## src/rtl/regfile_pkg.sv

```systemverilog
`default_nettype none
// ============================================================================
//  Module      : regfile_pkg
//  Description : Shared defaults and helpers for the register file and its
//                write-pending scoreboard.
//  Revision    : 1.0 - initial release
// ============================================================================
package regfile_pkg;

  localparam int DEF_DATA_W = 32;
  localparam int DEF_ADDR_W = 5;
  localparam int DEF_DEPTH  = 2**DEF_ADDR_W;

  // Architectural zero register index
  localparam int ZERO_REG = 0;

  // Number of registers addressed by an address of the given width
  function automatic int depth_of(input int addr_w);
    return 2**addr_w;
  endfunction

endpackage
`default_nettype wire

```

## src/rtl/rf_scoreboard.sv

```systemverilog
`default_nettype none
// ============================================================================
//  Module      : rf_scoreboard
//  Description : Busy-bit array tracking registers with an outstanding write.
//                Issue sets a bit, writeback clears it, flush clears all.
//                Set beats a same-cycle clear; flush beats set.
//  Revision    : 1.0 - initial release
// ============================================================================
module rf_scoreboard
  import regfile_pkg::*;
#(
  parameter int ADDR_W = DEF_ADDR_W
) (
  input  logic                     clk,
  input  logic                     rst_n,
  input  logic                     we0,
  input  logic [ADDR_W-1:0]        waddr0,
  input  logic                     we1,
  input  logic [ADDR_W-1:0]        waddr1,
  input  logic                     iss_vld,
  input  logic [ADDR_W-1:0]        iss_addr,
  input  logic                     flush,
  input  logic [ADDR_W-1:0]        raddr_a,
  input  logic [ADDR_W-1:0]        raddr_b,
  output logic                     busy_a,
  output logic                     busy_b,
  output logic [(2**ADDR_W)-1:0]   busy_vec
);

  localparam int                DEPTH       = depth_of(ADDR_W);
  localparam logic [ADDR_W-1:0] C_ZERO_ADDR = ADDR_W'(ZERO_REG);

  logic [DEPTH-1:0] r_busy;
  logic [DEPTH-1:0] w_set;
  logic [DEPTH-1:0] w_clr;

  // Per-register set (issue) and clear (writeback on either port) strobes
  for (genvar i = 0; i < DEPTH; i++) begin : g_bits
    assign w_clr[i] = (we0 && (waddr0 == ADDR_W'(i))) ||
                      (we1 && (waddr1 == ADDR_W'(i)));
    assign w_set[i] = iss_vld && (iss_addr == ADDR_W'(i)) && (i != ZERO_REG);
  end

  // Busy-bit update; the zero register can never be set so bit 0 stays low
  always_ff @(posedge clk or negedge rst_n) begin
    if (!rst_n) begin
      r_busy <= '0;
    end else if (flush) begin
      r_busy <= '0;
    end else begin
      r_busy <= (r_busy & ~w_clr) | w_set;
    end
  end

  // Lookups see a same-cycle writeback as already complete, matching the bypass
  assign busy_a   = (raddr_a != C_ZERO_ADDR) && r_busy[raddr_a] && !w_clr[raddr_a];
  assign busy_b   = (raddr_b != C_ZERO_ADDR) && r_busy[raddr_b] && !w_clr[raddr_b];
  assign busy_vec = r_busy;

endmodule
`default_nettype wire

```

## src/rtl/regfile_sb.sv

```systemverilog
`default_nettype none
// ============================================================================
//  Module      : regfile_sb
//  Description : 2-read / 2-write register file with same-cycle write-to-read
//                bypass and an integrated RAW-hazard scoreboard. Register 0
//                reads as zero and is never busy. Port 1 wins write conflicts.
//                Optional macro REGFILE_DUMP_EN adds the regs_dump debug port.
//  Revision    : 1.0 - initial release
// ============================================================================
module regfile_sb
  import regfile_pkg::*;
#(
  parameter int DATA_W = DEF_DATA_W,
  parameter int ADDR_W = DEF_ADDR_W
) (
  input  logic                              clk,
  input  logic                              rst_n,
  input  logic                              we0,
  input  logic [ADDR_W-1:0]                 waddr0,
  input  logic [DATA_W-1:0]                 wdata0,
  input  logic                              we1,
  input  logic [ADDR_W-1:0]                 waddr1,
  input  logic [DATA_W-1:0]                 wdata1,
  input  logic [ADDR_W-1:0]                 raddr_a,
  input  logic [ADDR_W-1:0]                 raddr_b,
  output logic [DATA_W-1:0]                 rdata_a,
  output logic [DATA_W-1:0]                 rdata_b,
  output logic                              busy_a,
  output logic                              busy_b,
  input  logic                              iss_vld,
  input  logic [ADDR_W-1:0]                 iss_addr,
  input  logic                              flush,
  output logic [(2**ADDR_W)-1:0]            busy_vec
`ifdef REGFILE_DUMP_EN
  ,
  output logic [DATA_W*(2**ADDR_W)-1:0]     regs_dump
`endif
);

  localparam int                DEPTH       = depth_of(ADDR_W);
  localparam logic [ADDR_W-1:0] C_ZERO_ADDR = ADDR_W'(ZERO_REG);

  logic [DATA_W-1:0] r_regs [DEPTH];
  logic [DATA_W-1:0] w_rdata_a;
  logic [DATA_W-1:0] w_rdata_b;

  // Register writes; port 1 is applied last so it wins a same-address conflict
  always_ff @(posedge clk or negedge rst_n) begin
    if (!rst_n) begin
      for (int i = 0; i < DEPTH; i++) begin
        r_regs[i] <= '0;
      end
    end else begin
      if (we0 && (waddr0 != C_ZERO_ADDR)) begin
        r_regs[waddr0] <= wdata0;
      end
      if (we1 && (waddr1 != C_ZERO_ADDR)) begin
        r_regs[waddr1] <= wdata1;
      end
    end
  end

  // Read muxes: zero register, then port 1 bypass, then port 0, then array
  always_comb begin
    w_rdata_a = r_regs[raddr_a];
    if (!rst_n || (raddr_a == C_ZERO_ADDR)) begin
      w_rdata_a = '0;
    end else if (we1 && (waddr1 == raddr_a)) begin
      w_rdata_a = wdata1;
    end else if (we0 && (waddr0 == raddr_a)) begin
      w_rdata_a = wdata0;
    end

    w_rdata_b = r_regs[raddr_b];
    if (!rst_n || (raddr_b == C_ZERO_ADDR)) begin
      w_rdata_b = '0;
    end else if (we1 && (waddr1 == raddr_b)) begin
      w_rdata_b = wdata1;
    end else if (we0 && (waddr0 == raddr_b)) begin
      w_rdata_b = wdata0;
    end
  end

  assign rdata_a = w_rdata_a;
  assign rdata_b = w_rdata_b;

  rf_scoreboard #(
    .ADDR_W   (ADDR_W)
  ) u_scoreboard (
    .clk      (clk),
    .rst_n    (rst_n),
    .we0      (we0),
    .waddr0   (waddr0),
    .we1      (we1),
    .waddr1   (waddr1),
    .iss_vld  (iss_vld),
    .iss_addr (iss_addr),
    .flush    (flush),
    .raddr_a  (raddr_a),
    .raddr_b  (raddr_b),
    .busy_a   (busy_a),
    .busy_b   (busy_b),
    .busy_vec (busy_vec)
  );

`ifdef REGFILE_DUMP_EN
  // Flattened view of the stored registers only; no bypass applied
  for (genvar i = 0; i < DEPTH; i++) begin : g_dump
    assign regs_dump[i*DATA_W +: DATA_W] = r_regs[i];
  end
`endif

endmodule
`default_nettype wire

```

## config.mk

```make
export PLATFORM = sky130hd
export DESIGN_NAME = regfile_sb
export DESIGN_NICKNAME = d
export VERILOG_FILES = /design/src/rtl/regfile_pkg.sv /design/src/rtl/rf_scoreboard.sv /design/src/rtl/regfile_sb.sv
export SDC_FILE = /design/constraint.sdc
export NUM_CORES = 2
export LEC_CHECK = 0
export CORE_UTILIZATION = 40
export CTS_BUF_LIST = sky130_fd_sc_hd__clkbuf_8 sky130_fd_sc_hd__clkbuf_16
export CTS_CLUSTER_SIZE = 24
export DETAILED_ROUTE_END_ITERATION = 7
export PLACE_DENSITY_LB_ADDON = 0.2
export SYNTH_ARGS = -nofsm -noshare
export SYNTH_HDL_FRONTEND = slang
export SYNTH_SLANG_ARGS = --single-unit
```

## constraint.sdc

```tcl
create_clock -name clk -period 2.7 [get_ports clk]
set_input_delay 0.405 -clock clk [delete_from_list [all_inputs] [get_ports clk]]
set_output_delay 0.405 -clock clk [all_outputs]
set_load 0.02 [all_outputs]
```

==> results.sh <==
export IMPL_total_power_mw=60.6
export IMPL_p_comb_share_pct=34.1
export IMPL_drt_total_wl_mm=365
export IMPL_drc=44
export IMPL_synth_net_count=6467
export IMPL_ios=193
export IMPL_async_reset_ff_share_pct=100
export IMPL_fillers=14300
export IMPL_power_share_switching_pct=32.0
export IMPL_cap_violations=0
export IMPL_critPathKind="reg -> out"
export IMPL_hold_path_class="reg -> reg"
export IMPL_die_area_um2=168000
export IMPL_status="finished with violations"
export IMPL_ant_nets=0
export IMPL_clockBufferDepth=3
export IMPL_h_tree_depth=3
export IMPL_met1Wirelength_mm=131
export IMPL_synth_cell_types=61
export IMPL_dpl_cell_count=9224
export IMPL_min_to="r_regs[1015]$_DFF_PN0_"
export IMPL_clock_sinks=1056
export IMPL_synth_edff_count=0
export IMPL_worst_ep_arrival_time_ps=3070
export IMPL_ff2ff_path_depth=3
export IMPL_rrSetupSlack_ps=1600
export IMPL_drt_pre_antenna_iters=8
export IMPL_final_setup_tns_ps=-33800
export IMPL_place_hpwl_mm=237
export IMPL_final_cells=9607
export IMPL_cp_max_fo=2
export IMPL_placementRows=149
export IMPL_rsz0062_at_grt="true"
export IMPL_critPathLaunchType="flip-flop"
export IMPL_met2_length_mm=148
export IMPL_skew_ps=0
export IMPL_yosysWarnings=0
export IMPL_synth_area_um2=66400
export IMPL_grt_pass1_wl_mm=499
export IMPL_synth_ff_type="dfrtp_1"
export IMPL_min_period_over_period_pct=129
export IMPL_ys_seq_area_share_pct=39.8
export IMPL_max_slew_margin_rel_pct=17.5
export IMPL_highest_layer="met5"
export IMPL_wl_per_cell_um=38.0
export IMPL_p_seq_share_pct=37.7
export IMPL_ir_worst_vdd_uv=627
export IMPL_cp_end_kind="output pin"
export IMPL_cts_inserted_buffers=120
export IMPL_ys_ff_latch=1056
export IMPL_syn_inst=6372
export IMPL_fmax_mhz=288
export IMPL_place_ws_ps=-1390
export IMPL_internal_power_mw=41.2
export IMPL_leakagePower_nw=40.6
export IMPL_required_ps=2300
export IMPL_routed_via_density=6.85
export IMPL_pwr_share_clk_pct=28.2
export IMPL_synth_avg_cell_area_um2=10.4
export IMPL_grtUsageTotal_pct=42.6
export IMPL_hold_depth=0
export IMPL_port_buffers=192
export IMPL_fin_crit_ps=3470
export IMPL_vias=65800
export IMPL_synthToLayoutAreaGrowth_pct=33.6
export IMPL_rr_endpoint="u_scoreboard.busy_vec[0]$_DFF_PN0_"
export IMPL_initial_core_util_pct=40.3
export IMPL_die_h_um=410
export IMPL_worst_slack_ps=-774
export IMPL_p_switching_mw=19.4
export IMPL_grt_max_degree=155
export IMPL_finalMaxSlewViolations=0
export IMPL_antenna_found_initial=29
export IMPL_core_um2=165000
export IMPL_cts_tree="done"
export IMPL_die_w_um=410
export IMPL_setup_violations=67
export IMPL_drt_iter0_markers=11200
export IMPL_hold_violations=0
export IMPL_cts_root_buffer="clkbuf_16"
export IMPL_clk_latency_ps=810
export IMPL_worst_pin_slew_ps=1240
export IMPL_path_clk_slew_ps=70
export IMPL_num_nets_final=7404
export IMPL_r2r_start="u_scoreboard.busy_vec[0]$_DFF_PN0_"
export IMPL_hp_start="r_regs[1015]$_DFF_PN0_"
export IMPL_wl_met3_mm=55.6
export IMPL_grt_pass1_vias=62700
export IMPL_drive_gt1_share_pct=35.7
export IMPL_overflow=0
export IMPL_globalplace_congestion=1.01
export IMPL_p_per_area_nw_per_um2=683
export IMPL_failed_checks="design-rule violations, negative setup slack"
## final cells by class
type                    instances  area [µm²]  share of cell area, %
clock inverters                62         474                  0.535
well taps                    2189        2740                   3.09
clock buffers                 155        3530                   3.98
diodes                         14        35.0                 0.0395
flip-flops and latches       1056       26400                   29.8
repair buffers               1680       17300                   19.5
inverters                       8        30.0                 0.0338
multi-input cells            4443       38200                   43.1
## registers in the layout, indices dropped and copies added (netlist names)
register,cells
r_regs,1024
u_scoreboard.busy_vec,32
## cell usage in the layout, fill, tap and decap left out, types with 17 or more instances in the layout
cell / instances
a32oi_1: 23
nor2b_1: 26
a21oi_1: 888
a221oi_2: 34
and2_1: 31
nor2_1: 876
nand2_1: 218
inv_1: 38
buf_4: 1132
o21ai_0: 175
clkdlybuf4s50_1: 105
o211ai_1: 78
buf_6: 108
a22oi_1: 530
buf_8: 21
a221oi_1: 23
a31oi_4: 19
clkbuf_8: 33
mux4_2: 596
a22o_1: 38
nand2_4: 48
a211oi_2: 17
a211o_1: 27
nand2b_1: 18
nand2b_4: 17
clkbuf_16: 125
nand2_2: 28
buf_12: 275
dfrtp_1: 1056
mux2i_1: 501
## cells in the mapped netlist, types with 14 or more instances
| master | n | area (µm²) |
|---|---|---|
| a211o_1 | 28 | 245 |
| a211oi_1 | 28 | 210 |
| a21oi_1 | 905 | 4530 |
| a221oi_1 | 59 | 517 |
| a22o_1 | 38 | 333 |
| a22oi_1 | 533 | 4000 |
| a31oi_1 | 36 | 225 |
| a32oi_1 | 23 | 201 |
| and2_1 | 38 | 238 |
| buf_1 | 51 | 191 |
| buf_2 | 151 | 756 |
| buf_4 | 21 | 158 |
| clkbuf_1 | 622 | 2330 |
| dfrtp_1 | 1056 | 26400 |
| mux2i_1 | 502 | 5020 |
| mux4_2 | 596 | 13400 |
| nand2_1 | 294 | 1100 |
| nand2b_1 | 35 | 219 |
| nand3_1 | 18 | 90.1 |
| nor2_1 | 902 | 3390 |
| nor2b_1 | 40 | 250 |
| o211ai_1 | 78 | 586 |
| o21ai_0 | 192 | 961 |
| xor2_1 | 14 | 123 |
## worst max-delay path, stage by stage (launching register included)
cell and delay (ps):
dfrtp_1 380, buf_4 140, mux4_2 490, mux4_2 510, nand2_2 80, o211ai_1 80
o211ai_1 150, a21oi_1 110, buf_4 180, buf_6 130
## through the flow
stage                     utilization (%)  cell area [µm²]  hold WS (ps)
after CTS                            53.1            87600           382
after global placement               49.3            81300           273
after detailed placement             49.3            81300           275
after floorplan                         -            66400           109
final                                53.8            88700           402
after global routing                 53.7            88700           410
## worst max-delay path by stage
stage	from	depth (start not counted)	end	slack [ps]
final	r_regs[320]$_DFF_PN0_	9	rdata_b[0]	-770
after global routing	r_regs[64]$_DFF_PN0_	9	rdata_b[0]	-770
after CTS	r_regs[64]$_DFF_PN0_	9	rdata_b[0]	-770
after detailed placement	waddr0[2]	13	rdata_b[16]	-1390
after global placement	waddr0[2]	13	rdata_b[16]	-1390
after floorplan	raddr_a[0]	9	rdata_a[0]	-2
## power groups by stage
stage,Clock (mW),Combinational [mW],Sequential (mW)
6_report,17.1,20.6,22.8
3_5_place_dp,0,18.8,22.9
3_3_place_gp,0,18.5,22.6
4_1_cts,17.1,19.8,22.6
5_1_grt,17.6,21.7,23.2
2_1_floorplan,0,11.1,22.0
## cell families (layout without fill, tap and decap cells)
logic type / count (synthesis) / after routing / synth area share, %
other: 0 / 14 / 0
and+or+nand+nor: 1382 / 1382 / 8.59
AOI/OAI and AO/OA: 1943 / 1943 / 18.1
buffers and inverters: 873 / 1905 / 5.51
DFF: 1056 / 1056 / 39.8
xor gates and xnor gates: 20 / 20 / 0.264
muxes: 1098 / 1098 / 27.8
## metal layers
layer / GRT usage [%] / up-vias
li1: - / 25800
met1: 54.4 / 32800
met2: 58.1 / 5618
met3: 17.8 / 1487
met4: 29.3 / 18
met5: 0 / -
## timing repair
| item | CTS | global route |
|---|---|---|
| hold endpoints to repair | 62 | 0 |
| cloned | 4 | 1 |
| resized for setup | 498 | 136 |
| endpoints found under the setup margin | 66 | 66 |
| setup buffers | 118 | 60 |
| hold buffers | 1 | 0 |
| pin swaps | 121 | 99 |
No activity file was read; power rests on OpenSTA's default activity.
